==> src/rtl/riscv_fetch_pkg.sv <==
// Shared types and helpers for the instruction-side prefetch path.
package riscv_fetch_pkg;

   typedef enum logic {
      STREAM   = 1'b0,
      REDIRECT = 1'b1
   } fetch_state_e;

   localparam int unsigned WORD_BYTES = 4;
   localparam int unsigned MAX_ADDR_W = 64;

   function automatic logic [MAX_ADDR_W-1:0] word_align(input logic [MAX_ADDR_W-1:0] addr);
      return addr & ~MAX_ADDR_W'(WORD_BYTES - 1);
   endfunction

endpackage

==> src/rtl/instr_prefetch_if.sv <==
// Avalon-MM read bus: host drives the command, agent returns data and stalls.
interface instr_prefetch_if #(
   parameter int unsigned ADDR_W = 32,
   parameter int unsigned DATA_W = 32
);

   logic [ADDR_W-1:0] address;
   logic              read;
   logic [DATA_W-1:0] readdata;
   logic              waitrequest;
   logic              readdatavalid;

   modport master (
      output address, read,
      input  readdata, waitrequest, readdatavalid
   );

   modport slave (
      input  address, read,
      output readdata, waitrequest, readdatavalid
   );

endinterface

==> src/rtl/prefetch_fifo.sv <==
// Synchronous first-word-fall-through FIFO; a pop and push on a full FIFO in one cycle is legal.
module prefetch_fifo #(
   parameter int unsigned DEPTH  = 4,
   parameter int unsigned DATA_W = 32
) (
   input  logic                     clk,
   input  logic                     rst_n,
   input  logic                     clr_i,
   input  logic                     push_i,
   input  logic [DATA_W-1:0]        data_i,
   input  logic                     pop_i,
   output logic [DATA_W-1:0]        data_o,
   output logic                     full_o,
   output logic                     empty_o,
   output logic [$clog2(DEPTH):0]   count_o
);

   localparam int unsigned PW = $clog2(DEPTH);
   localparam int unsigned CW = PW + 1;

   logic [DATA_W-1:0] mem_q [DEPTH];
   logic [PW-1:0]     rd_ptr_q, wr_ptr_q;
   logic [CW-1:0]     count_q;
   logic              do_push, do_pop;

   assign full_o  = (count_q == CW'(DEPTH));
   assign empty_o = (count_q == '0);
   assign count_o = count_q;
   assign data_o  = mem_q[rd_ptr_q];

   assign do_pop  = pop_i && !empty_o;
   assign do_push = push_i && (!full_o || do_pop);

   always_ff @(posedge clk or negedge rst_n) begin
      if (!rst_n) begin
         rd_ptr_q <= '0;
         wr_ptr_q <= '0;
         count_q  <= '0;
      end else if (clr_i) begin
         rd_ptr_q <= '0;
         wr_ptr_q <= '0;
         count_q  <= '0;
      end else begin
         if (do_push) wr_ptr_q <= wr_ptr_q + PW'(1);
         if (do_pop)  rd_ptr_q <= rd_ptr_q + PW'(1);
         count_q <= count_q + CW'(do_push) - CW'(do_pop);
      end
   end

   always_ff @(posedge clk) begin
      if (do_push && !clr_i) mem_q[wr_ptr_q] <= data_i;
   end

endmodule

==> src/rtl/instr_prefetch.sv <==
// Instruction prefetch buffer: streams sequential Rom words ahead of the CPU and
// flushes through a one-cycle REDIRECT on any non-sequential fetch.
module instr_prefetch
   import riscv_fetch_pkg::*;
#(
   parameter int unsigned       DEPTH    = 4,
   parameter int unsigned       ADDR_W   = 32,
   parameter int unsigned       DATA_W   = 32,
   parameter logic [ADDR_W-1:0] RESET_PC = '0
) (
   input  logic              clk,
   input  logic              rst,
   instr_prefetch_if.slave   cpu,
   instr_prefetch_if.master  rom
);

   localparam int unsigned CW = $clog2(DEPTH) + 1;

   fetch_state_e      state_q, state_d;
   logic [ADDR_W-1:0] fetch_ptr_q, fetch_ptr_d;
   logic [ADDR_W-1:0] head_addr_q, head_addr_d;
   logic [CW-1:0]     outst_q, outst_d;
   logic [CW-1:0]     drop_q, drop_d;
   logic              en_q;

   logic [ADDR_W-1:0] cpu_word_addr;
   logic [DATA_W-1:0] fifo_head;
   logic [CW-1:0]     fifo_count;
   logic              fifo_full, fifo_empty;
   logic              issue, accept, rsp, addr_match, hit, miss, push, clr;

   assign cpu_word_addr = ADDR_W'(word_align(MAX_ADDR_W'(cpu.address)));

   prefetch_fifo #(
      .DEPTH  (DEPTH),
      .DATA_W (DATA_W)
   ) u_fifo (
      .clk     (clk),
      .rst_n   (rst),
      .clr_i   (clr),
      .push_i  (push),
      .data_i  (rom.readdata),
      .pop_i   (hit),
      .data_o  (fifo_head),
      .full_o  (fifo_full),
      .empty_o (fifo_empty),
      .count_o (fifo_count)
   );

   always_comb begin
      // In-flight reads still to be dropped stay in outst_q, so buffered plus
      // in-flight words never exceed DEPTH.
      issue      = en_q && (state_q == STREAM) && ((fifo_count + outst_q) < CW'(DEPTH));
      accept     = issue && !rom.waitrequest;
      rsp        = rom.readdatavalid;
      addr_match = (cpu_word_addr == head_addr_q);
      hit        = (state_q == STREAM) && cpu.read && !fifo_empty && addr_match;
      miss       = (state_q == STREAM) && cpu.read && !addr_match;
      push       = (state_q == STREAM) && rsp && (drop_q == '0);
      clr        = (state_q == REDIRECT);

      state_d     = state_q;
      fetch_ptr_d = fetch_ptr_q;
      head_addr_d = head_addr_q;
      outst_d     = outst_q;
      drop_d      = drop_q;

      unique case (state_q)
         STREAM: begin
            if (accept) fetch_ptr_d = fetch_ptr_q + ADDR_W'(WORD_BYTES);
            if (hit)    head_addr_d = head_addr_q + ADDR_W'(WORD_BYTES);
            outst_d = outst_q + CW'(accept) - CW'(rsp);
            if (rsp && (drop_q != '0)) drop_d = drop_q - CW'(1);
            if (miss) state_d = REDIRECT;
         end
         REDIRECT: begin
            fetch_ptr_d = cpu_word_addr;
            head_addr_d = cpu_word_addr;
            outst_d     = outst_q - CW'(rsp);
            // drop_q never exceeds outst_q, so every read still in flight is stale.
            drop_d      = outst_q - CW'(rsp);
            state_d     = STREAM;
         end
         default: state_d = STREAM;
      endcase
   end

   always_ff @(posedge clk or negedge rst) begin
      if (!rst) begin
         state_q     <= STREAM;
         fetch_ptr_q <= RESET_PC;
         head_addr_q <= RESET_PC;
         outst_q     <= '0;
         drop_q      <= '0;
         en_q        <= 1'b0;
      end else begin
         state_q     <= state_d;
         fetch_ptr_q <= fetch_ptr_d;
         head_addr_q <= head_addr_d;
         outst_q     <= outst_d;
         drop_q      <= drop_d;
         en_q        <= 1'b1;
      end
   end

   assign rom.read          = issue;
   assign rom.address       = fetch_ptr_q;
   assign cpu.waitrequest   = !hit;
   assign cpu.readdata      = hit ? fifo_head : '0;
   assign cpu.readdatavalid = hit;

   a_no_overflow : assert property (@(posedge clk) disable iff (!rst)
      !(push && fifo_full && !hit));

endmodule

==> src/flat_wrapper.sv <==
// flat-port wrapper written by rule: the top's interface ports become plain ports
module instr_prefetch_flat import riscv_fetch_pkg::*;
#(
   parameter int unsigned       DEPTH    = 4,
   parameter int unsigned       ADDR_W   = 32,
   parameter int unsigned       DATA_W   = 32,
   parameter logic [ADDR_W-1:0] RESET_PC = '0
)
  (clk, rst, cpu_address, cpu_read, cpu_readdata, cpu_waitrequest, cpu_readdatavalid, rom_address, rom_read, rom_readdata, rom_waitrequest, rom_readdatavalid);
  instr_prefetch_if #(.ADDR_W(ADDR_W), .DATA_W(DATA_W)) cpu_i ();
  instr_prefetch_if #(.ADDR_W(ADDR_W), .DATA_W(DATA_W)) rom_i ();
  input  logic clk;
  input  logic rst;
  input wire logic [$bits(cpu_i.address)-1:0] cpu_address;
  input wire logic [$bits(cpu_i.read)-1:0] cpu_read;
  output wire logic [$bits(cpu_i.readdata)-1:0] cpu_readdata;
  output wire logic [$bits(cpu_i.waitrequest)-1:0] cpu_waitrequest;
  output wire logic [$bits(cpu_i.readdatavalid)-1:0] cpu_readdatavalid;
  output wire logic [$bits(rom_i.address)-1:0] rom_address;
  output wire logic [$bits(rom_i.read)-1:0] rom_read;
  input wire logic [$bits(rom_i.readdata)-1:0] rom_readdata;
  input wire logic [$bits(rom_i.waitrequest)-1:0] rom_waitrequest;
  input wire logic [$bits(rom_i.readdatavalid)-1:0] rom_readdatavalid;
  assign cpu_i.address = cpu_address;
  assign cpu_i.read = cpu_read;
  assign cpu_readdata = cpu_i.readdata;
  assign cpu_waitrequest = cpu_i.waitrequest;
  assign cpu_readdatavalid = cpu_i.readdatavalid;
  assign rom_address = rom_i.address;
  assign rom_read = rom_i.read;
  assign rom_i.readdata = rom_readdata;
  assign rom_i.waitrequest = rom_waitrequest;
  assign rom_i.readdatavalid = rom_readdatavalid;
  instr_prefetch #(.DEPTH(DEPTH), .ADDR_W(ADDR_W), .DATA_W(DATA_W), .RESET_PC(RESET_PC)) u_core (.clk(clk), .rst(rst), .cpu(cpu_i), .rom(rom_i));
endmodule
==> config.mk <==
export PLATFORM = sky130hd
export DESIGN_NAME = instr_prefetch_flat
export DESIGN_NICKNAME = d
export VERILOG_FILES = /design/src/rtl/riscv_fetch_pkg.sv /design/src/rtl/instr_prefetch_if.sv /design/src/rtl/prefetch_fifo.sv /design/src/rtl/instr_prefetch.sv /design/src/flat_wrapper.sv
export SDC_FILE = /design/constraint.sdc
export NUM_CORES = 1
export LEC_CHECK = 0
export ABC_AREA = 1
export ABC_CLOCK_PERIOD_IN_PS = 6200
export CORE_AREA = 2 2 141 143
export DETAILED_ROUTE_END_ITERATION = 10
export DIE_AREA = 0 0 143 145
export HOLD_SLACK_MARGIN = 0.03
export PLACE_DENSITY = 0.89
export SLEW_MARGIN = 40
export SYNTH_ARGS = -nofsm -noshare
export SYNTH_HDL_FRONTEND = slang
export SYNTH_SLANG_ARGS = --single-unit
==> constraint.sdc <==
create_clock -name clk -period 6.2 [get_ports clk]
set_input_delay 1.24 -clock clk [delete_from_list [all_inputs] [get_ports clk]]
set_output_delay 1.24 -clock clk [all_outputs]
set_load 0.005 [all_outputs]
Word level (Yosys, flattened, before mapping)
Memories as Yosys holds them, arrays and structs flattened.
Cells that the tools add are included.
{ "word_totals": {"inputBits": 69, "reg_bits": 79, "memories": 1, "ramBits": 128, "out_inout_bits": 67, "wordCells": 70} }
{ "op_classes": {"bitwise_logic": 1, "eq_ne": 5, "n_addsub": 11, "n_mux": 17, "order_cmp": 1, "reduce_logical": 25} }
{ "memory_table": {"columns": ["name", "depth", "word_bits", "read_ports", "rd_ports_with_merged_regs", "write_ports", "line", "source"], "rows": [
  ["u_core.u_fifo.mem_q", 4, 32, 1, 0, 1, "prefetch_fifo.sv:21", "logic [DATA_W-1:0] mem_q [DEPTH];"]
]} }
{ "op_table": {"columns": ["operator", "count"], "rows": [
  ["32-bit case mux with 2 select lines", 2],
  ["32-bit 2-to-1 mux", 3],
  ["32-bit by 3-bit adder with 32-bit output (second input constant)", 2],
  ["32-bit == test", 1],
  ["1-bit logical AND", 13],
  ["3-bit case mux with 2 select lines", 2],
  ["3-bit by 1-bit subtractor with 3-bit output", 3],
  ["2-bit 2-to-1 mux", 4],
  ["3-bit by 1-bit adder with 3-bit output", 2],
  ["1-bit zero test", 6],
  ["3-bit zero test", 2],
  ["3-bit 2-to-1 mux", 2],
  ["2-bit by 1-bit adder with 2-bit output (second input constant)", 2],
  ["2-bit by 1-bit != test with 1-bit output (second input constant)", 2],
  ["2-bit nonzero test", 2],
  ["3-bit adder", 1],
  ["3-bit == test (second input constant)", 1],
  ["3-bit < comparator (second input constant)", 1],
  ["1-bit 2-to-1 mux", 3],
  ["3-bit nonzero test", 1],
  ["3-bit by 1-bit subtractor with 3-bit output (second input constant)", 1],
  ["2-bit != test (second input constant)", 1],
  ["1-bit case mux with 2 select lines", 1],
  ["1-bit logical OR", 1],
  ["1-bit NOT", 1]
]} }

Logic depth before layout (Yosys ltp)
Gate-level depths: netlist of run 1.
{ "depth": {"word_depth": 10, "mapped_depth": 18} }

By module
A second synthesis of run 1 with hierarchy kept.
{ "unflattened": {"cells_unflattened": 1241, "hier_area_um2": 10720.3} }
{ "modules_own_cells": {"columns": ["mod", "area_each_um2", "n_inst", "cells_each", "seq_area_each_um2"], "rows": [
  ["instr_prefetch", 5491.5, 1, 868, 1701.6],
  ["prefetch_fifo", 5228.8, 1, 373, 4018.9]
]} }

Worst setup path after synthesis of run 1
No wires, ideal clock.
{ "synth_path": {"path_type": "in2reg", "start": "input cpu_address[28]", "end": "memory u_core.u_fifo.mem_q[0][0], enable pin", "setup_time_ps": 421, "arrival_time_ps": 3447, "n_path_buf": 0, "cell_stages": 9, "path_slack_ps": 2332, "path_cell_list": "xnor2_1 -> nand2_1 -> nor2_1 -> nand2_1 -> nor2_2 -> nand3_4 -> nand2_1 -> nand2_2 -> nor2_1"} }
{ "synth_between": {"elab_chain_cells": 8} }
{ "synth_rtl": {"columns": ["element", "line", "source"], "rows": [
  ["start: declaration", "flat_wrapper.sv:14", "input wire logic [$bits(cpu_i.address)-1:0] cpu_address;"],
  ["32-bit == test", "instr_prefetch.sv:56", "addr_match = (cpu_word_addr == head_addr_q);"],
  ["1-bit logical AND", "instr_prefetch.sv:57", "hit = (state_q == STREAM) && cpu.read && !fifo_empty && addr_match;"],
  ["1-bit logical AND", "prefetch_fifo.sv:31", "assign do_pop = pop_i && !empty_o;"],
  ["1-bit logical OR", "prefetch_fifo.sv:32", "assign do_push = push_i && (!full_o || do_pop);"],
  ["1-bit logical AND", "prefetch_fifo.sv:32", null],
  ["1-bit logical AND", "prefetch_fifo.sv:51", "if (do_push && !clr_i) mem_q[wr_ptr_q] <= data_i;"],
  ["1-bit 2-to-1 mux", "prefetch_fifo.sv:51", null],
  ["1-bit 2-to-1 mux (not written as such)", "prefetch_fifo.sv:51", null],
  ["end: declaration", "prefetch_fifo.sv:21", null]
]} }
No other way between the ends.

Final worst setup path of run 1
{ "layout_path": {"start": "input cpu_address[28]", "end": "output cpu_readdata[2]"} }
{ "layout_between": {"elab_chain_cells": 3} }
{ "layout_rtl": {"columns": ["element", "line", "source"], "rows": [
  ["32-bit == test", "instr_prefetch.sv:56", null],
  ["1-bit logical AND", "instr_prefetch.sv:57", null],
  ["32-bit 2-to-1 mux", "instr_prefetch.sv:109", "assign cpu.readdata = hit ? fifo_head : '0;"],
  ["end: declaration", "flat_wrapper.sv:16", "output wire logic [$bits(cpu_i.readdata)-1:0] cpu_readdata;"]
]} }
No other way between the ends.

==> metrics.csv, run 1 <==
stage;metric;value;unit
routing;wire length per cell;16.4;µm
logic_synthesis;area leader, netlist;edfxtp_1;
floorplanning;Initial Util;54.2;%
routing;remaining antenna violation count;0;
logic_synthesis;post-synth cell types;38;
timing;fmax;191;MHz
layout;antenna diode count;0;
timing;Max Slew Vio Count;0;
layout;nets;1358;
grt;gr usage total;24.5;%
layout;most frequent cells in the layout;nand2_1 (258), nor2_1 (187), clkdlybuf4s50_1 (130);
timing;fin crit share;84.4;%
layout;Synth-to-Final Area Change;20.7;%
logic_synthesis;Post-Syn Area;10400;µm²
grt;GRT overflow;0;
placed_design;I/O Buffers;131;
clock_network;Reg clk slew, reported paths;0.06;ns
routing;via count;8421;
pwr;Tot Pwr;0.00369;W
run;total of max-cap violations;0;
setup_path;CP Capture Type;output pin;
logic_synthesis;Gate Count Post-Synth;1154;
logic_synthesis;post-synth top area share;36.9;%
min_path;Hold Crit Class;register to register;
floorplanning;die height;145;µm
clock_network;cts repair resizes;0;
floorplanning;core area;19200;µm²
clock_network;Clock Latency Late Sink;0.51;ns
pwr;Peak supply drop;0.246;mV
grt;first-pass GRT wire length;40600;µm
routing;Initial DRC Count;563;
timing;endpoints failing hold;0;
pwr;Lkg Pwr;4.93;nW
layout;FF/Latch Area;5720;µm²
timing;Tmin final;5.23;ns
routing;Pre-antenna DRT Iters;5;
floorplanning;die width;143;µm
setup_path;reg2reg setup slack;2.60;ns
grt;number of global-route vias before repair;8260;
clock_network;clock sinks;203;
logic_synthesis;Synth Area per Inst;9.03;µm²
clock_network;CTS Buf Count;22;
floorplanning;Die Footprint;20700;µm²
setup_path;Worst Path Arrival;3.99;ns
clock_network;postcts setup bufs;0;
setup_path;CP Data Required Time;4.96;ns
routing;routed vias/inst;5.42;
logic_synthesis;top cells by area, synth;edfxtp_1 (37%), dfrtp_1 (18%), nand2_1 (9.3%), nor2_1 (6.9%), o21ai_0 (3.9%);
clock_network;Clock Path Buffers;3;
clock_network;Max H-tree Level;1;
clock_network;cts hold-fix bufs;0;
grt;antenna violations before repair;1;
timing;RSZ-0062 raised after global routing;false;
status;status;completed;
timing;worst-margin pin slew;0.743;ns
logic_synthesis;Seq/Total Area, Yosys;54.9;%
timing;clock skew;0.0116;ns
pwr;pwr dens;293;nW/µm²
timing;relative slew slack;50.4;%
floorplanning;Rows;51;
setup_path;crit path kind;input pin to output pin;
layout;most common cell after layout, fill and taps aside;nand2_1;
floorplanning;Ports;136;
clock_network;CTS tree;yes;
routing;DRC violations left;0;
setup_path;worst-path fanout max;42;
layout;layout cells sized above 1;6.37;%
layout;Filler Cell Count;1452;
grt;pin count of the biggest net entering global routing;76;
clock_network;clock root buffer master;clkbuf_16;
placed_design;hpwl dp;16500;µm
logic_synthesis;Yosys reg bits;203;
setup_path;Startpoint Class;input pin;
placed_design;Placer Congestion;0.939;
timing;Total Neg Setup Slack;0;ns
logic_synthesis;number of synthesis warnings;0;
layout;area of the multi-input gates;4110;µm²
routing;WL final;25500;µm
timing;final setup violation count;0;
-- worst paths after layout --
kind	from	to	cells after the start
setup / recovery	cpu_address[28]	cpu_readdata[2]	9
hold / removal	u_core.head_addr_q[31]	u_core.head_addr_q[31]	2
setup reg to reg	u_core.head_addr_q[29]	u_core.u_fifo.count_o[2]	17
hold reg to reg	u_core.head_addr_q[31]	u_core.head_addr_q[31]	2
max in group asynchronous	rst	u_core.u_fifo.rd_ptr_q[0]	1
min in group asynchronous	rst	u_core.rom.address[16]	1
-- sequential cells by signal, summed over array words and instances (netlist names) --
signal                  cells
u_core.clr                  1
u_core.drop_q               3
u_core.en_q                 1
u_core.head_addr_q         30
u_core.outst_q              3
u_core.rom.address         30
u_core.u_fifo.count_o       3
u_core.u_fifo.mem_q       128
u_core.u_fifo.rd_ptr_q      2
u_core.u_fifo.wr_ptr_q      2
-- where the power goes --
part	internal, W	total [W]	switching (W)
sequential	0.00158	0.00175	0.000163
clock	0.000697	0.00123	0.000531
combinational	0.000329	0.000711	0.000382
-- worst max-delay path, cell delays in order --
cell             delay, ns
clkdlybuf4s50_1       0.50
xnor2_1               0.13
nand2_1               0.06
nor2_1                0.13
nand2_1               0.14
nor2_2                0.23
nand3_4               0.55
a21oi_1               0.43
clkdlybuf4s50_1       0.56
-- synth_stat cells --
cell	count
buf_4	4
nor3_2	2
nand3b_1	2
buf_1	9
inv_1	83
xor2_1	44
clkinv_2	1
buf_6	6
conb_1	2
clkbuf_1	17
nand2_1	258
nor3b_1	2
o31ai_1	1
ha_1	15
nand4_1	16
xnor2_2	2
nor4_1	2
a211oi_1	1
nor2_2	3
buf_2	11
dfrtp_1	75
o21ai_1	4
o21ai_0	82
a31oi_1	1
nand3_4	1
o21a_1	5
nor3_1	28
nand2_2	4
xnor2_1	32
inv_2	8
fa_1	2
a21oi_2	10
nor2_4	3
nor2_1	191
edfxtp_1	128
a21oi_1	26
nand3_1	72
nor3_4	1
-- cell type report --
| type | count | share of cell area, % |
|---|---|---|
| Multi-Input combinational cell | 813 | 32.7 |
| Inverter | 92 | 2.77 |
| Clock buffer | 26 | 4.50 |
| Sequential cell | 203 | 45.5 |
| Tap cell | 265 | 2.64 |
| Clock inverter | 14 | 0.866 |
| Timing Repair Buffer | 140 | 11.0 |
-- stage by stage --
step | hold slack [ns] | setup WS (ns) | instance area (µm²) | utilization (%) | cells
floorplan | 0.474 | 2.33 | 10400 | - | 1155
global placement | 0.489 | 0.993 | 11900 | 61.9 | 1513
detailed placement | 0.513 | 0.948 | 11900 | 61.9 | 1513
CTS | 0.527 | 0.947 | 12600 | 65.4 | 1553
global route | 0.550 | 0.839 | 12600 | 65.4 | 1553
finish | 0.519 | 0.969 | 12600 | 65.4 | 1553
-- cell families (layout without fill, tap and decap cells) --
| logic type | count (synthesis) | after routing | synth area share (%) |
|---|---|---|---|
| compound gates | 130 | 130 | 6.79 |
| xor+xnor | 78 | 78 | 6.70 |
| fa+ha+maj | 17 | 17 | 2.19 |
| buf+inv | 139 | 272 | 5.73 |
| flops | 203 | 203 | 54.9 |
| other cells | 2 | 3 | 0.0721 |
| simple gates | 585 | 585 | 23.6 |
-- per-layer routing --
metal,up-vias,wire length (µm),track usage [%]
met5,-,11,0
met2,335,12400,40.8
met4,2,1040,10.6
li1,4034,-,-
met1,3974,10200,31.2
met3,76,1820,4.55
Power figures use the tool's default switching activity.
==> inputs of run 2 (changes only) <==
--- a/config.mk
+++ b/config.mk
@@ -6,12 +6,12 @@
 export NUM_CORES = 1
 export LEC_CHECK = 0
 export ABC_AREA = 1
-export ABC_CLOCK_PERIOD_IN_PS = 6200
-export CORE_AREA = 2 2 141 143
+export ABC_CLOCK_PERIOD_IN_PS = 4750
+export CORE_AREA = 2 2 148 150
 export DETAILED_ROUTE_END_ITERATION = 10
-export DIE_AREA = 0 0 143 145
+export DIE_AREA = 0 0 150 152
 export HOLD_SLACK_MARGIN = 0.03
-export PLACE_DENSITY = 0.89
+export PLACE_DENSITY = 0.85
 export SLEW_MARGIN = 40
 export SYNTH_ARGS = -nofsm -noshare
 export SYNTH_HDL_FRONTEND = slang
==> constraint.sdc (replaced) <==
create_clock -name clk -period 4.75 [get_ports clk]
set_input_delay 0.95 -clock clk [delete_from_list [all_inputs] [get_ports clk]]
set_output_delay 0.95 -clock clk [all_outputs]
set_load 0.005 [all_outputs]
==> run 2 against run 1 <==
  * First-iteration DRC count grew 19%
  * Cell count grew 1.2%
  * Final area grew 1.1%
  * Flip-flop and latch count is the same
  * Via count shrank 0.25%
  * Sequential power grew 30%
  * Worst hold slack lost 0.060 ns
  * Largest power group unchanged
==> metrics.csv, run 2 (same netlist as run 1, synthesis figures left out) <==
stage;metric;value;unit;change
clock_network;CTS tree;yes;;
floorplanning;Ports;136;;unchanged
routing;remaining antenna violation count;0;;unchanged
clock_network;clock root buffer master;clkbuf_16;;
clock_network;Clock Latency Late Sink;0.53;ns;+0.02 ns
timing;relative slew slack;52.5;%;+2.1 points
timing;worst-margin pin slew;0.713;ns;-0.0300 ns
clock_network;postcts setup bufs;0;;unchanged
placed_design;hpwl dp;16600;µm;+0.44%
floorplanning;Rows;54;;+5.9%
clock_network;Reg clk slew, reported paths;0.07;ns;about the same
setup_path;Buf+Inv Stages, Crit Path;3;;+1
grt;antenna violations before repair;1;;unchanged
setup_path;Worst path top cell family by delay;buffers and inverters;;
layout;nets;1361;;+0.22%
routing;Pre-antenna DRT Iters;5;;unchanged
timing;final setup violation count;0;;unchanged
setup_path;worst-path fanout max;21;;-50%
setup_path;CP max stage cell;clkdlybuf4s50_1;;
routing;Initial DRC Count;668;;+19%
setup_path;Crit path depth;11;;+2
floorplanning;core area;21400;µm²;+11%
timing;RSZ-0062 raised after global routing;false;;
layout;max reg flops;128;;unchanged
layout;antenna diode count;0;;unchanged
setup_path;Critical Path Max Stage Delay;0.56;ns;about the same
routing;via count;8400;;-0.25%
clock_network;cts repair resizes;0;;unchanged
layout;Synth-to-Final Area Change;22.0;%;
status;status;completed;;
pwr;Lkg Pwr;4.99;nW;+1.3%
setup_path;launch point of the worst path;cpu_address[31];;
run;total of max-cap violations;0;;unchanged
timing;Total Neg Setup Slack;0;ns;unchanged
timing;fin crit share;90.6;%;
floorplanning;die height;152;µm;+4.8%
setup_path;Critical Path, Cell by Cell;clkdlybuf4s50_1, nand2_1, nand2_1, nand2_1, nor2_1, nand2_1, nor2_2, nand3_4, buf_4, a21oi_1, clkdlybuf4s50_1;;
setup_path;crit path kind;input pin to output pin;;
setup_path;Worst Path Arrival;3.36;ns;-0.63 ns
timing;endpoints failing hold;0;;unchanged
layout;most common cell after layout, fill and taps aside;nand2_1;;
floorplanning;die width;150;µm;+4.9%
routing;DRC violations left;0;;unchanged
floorplanning;Initial Util;48.8;%;-5.4 points
clock_network;Max H-tree Level;1;;unchanged
grt;GRT overflow;0;;unchanged
pwr;Tot Pwr;0.00498;W;+35%
layout;most frequent cells in the layout;nand2_1 (258), nor2_1 (187), clkdlybuf4s50_1 (130);;
floorplanning;Die Footprint;22800;µm²;+10%
timing;clock skew;0.0235;ns;+0.0120 ns
setup_path;Startpoint Class;input pin;;
setup_path;CP Capture Type;output pin;;
grt;gr usage total;22.3;%;-2.2 points
placed_design;Placer Congestion;0.993;;+5.7%
grt;first-pass GRT wire length;40800;µm;+0.44%
setup_path;FF-to-FF path depth;12;;-5
layout;Largest Register;u_core.u_fifo.mem_q;;
clock_network;cts hold-fix bufs;0;;unchanged
routing;routed vias/inst;5.35;;-1.4%
layout;layout cells sized above 1;6.89;%;+0.53 points
timing;Max Slew Vio Count;0;;unchanged
clock_network;Clock Path Buffers;3;;unchanged
placed_design;I/O Buffers;131;;unchanged
timing;fmax;232;MHz;
min_path;Hold Crit Class;input pin to async pin;;
grt;number of global-route vias before repair;8260;;unchanged
setup_path;most frequent cell on the critical path;nand2_1;;
routing;wire length per cell;16.2;µm;-1.2%
setup_path;CP Data Required Time;3.80;ns;-1.16 ns
timing;Tmin final;4.31;ns;
layout;Filler Cell Count;1748;;+20%
setup_path;r2r startpoint;u_core.clr;;
pwr;pwr dens;392;nW/µm²;+34%
pwr;Peak supply drop;0.313;mV;+27%
clock_network;CTS Buf Count;22;;unchanged
routing;WL final;25500;µm;about the same
clock_network;clock sinks;203;;unchanged
grt;pin count of the biggest net entering global routing;76;;unchanged
## run 2: per-stage QoR
stage,hold slack [ns],cells,area (µm²),util [%],setup WS (ns)
3_5_place_dp,0.516,1531,11900,55.9,0.490
5_1_grt,0.497,1571,12700,59.5,0.301
3_3_place_gp,0.496,1531,11900,55.9,0.520
4_1_cts,0.467,1571,12700,59.5,0.465
6_report,0.459,1571,12700,59.5,0.445
2_1_floorplan,0.474,1155,10400,-,1.17
## run 2: final timing paths
path / endpoint / slack, ns
hold / removal: u_core.rom.address[10] / 0.46
setup / recovery: cpu_readdata[0] / 0.44
max in group asynchronous: u_core.u_fifo.rd_ptr_q[0] / 3.75
min in group clk: u_core.head_addr_q[31] / 0.54
setup reg to reg: u_core.u_fifo.count_o[2] / 1.70
hold reg to reg: u_core.head_addr_q[31] / 0.54
## run 2: area by class of cell
type | instances | area (µm²) | share of cell area [%]
flip-flops and latches | 203 | 5720 | 45.0
clock buffers | 25 | 582 | 4.58
repair buffers | 143 | 1400 | 11.0
inverters | 92 | 349 | 2.75
well taps | 280 | 350 | 2.76
multi-input cells | 813 | 4110 | 32.4
clock inverters | 15 | 185 | 1.46
## run 2: power breakdown
| group | switching (W) | internal, W |
|---|---|---|
| sequential | 0.000215 | 0.00207 |
| combinational | 0.000494 | 0.000428 |
| clock | 0.000725 | 0.00106 |
## run 2: routing by layer
| metal | GRT usage, % | wire (µm) | share of wire [%] |
|---|---|---|---|
| met5 | 0 | 11 | 0.043 |
| met4 | 9.75 | 1210 | 4.8 |
| met3 | 4.35 | 2170 | 8.5 |
| met2 | 36.4 | 12100 | 47 |
| met1 | 28.9 | 9980 | 39 |
==> inputs of run 3 (changes only) <==
--- a/config.mk
+++ b/config.mk
@@ -6,7 +6,6 @@
 export NUM_CORES = 1
 export LEC_CHECK = 0
 export ABC_AREA = 1
-export ABC_CLOCK_PERIOD_IN_PS = 4750
 export CORE_AREA = 2 2 148 150
 export DETAILED_ROUTE_END_ITERATION = 10
 export DIE_AREA = 0 0 150 152
==> results of run 3 <==
The final DEF is identical to that of run 2; final timing and power are the same.
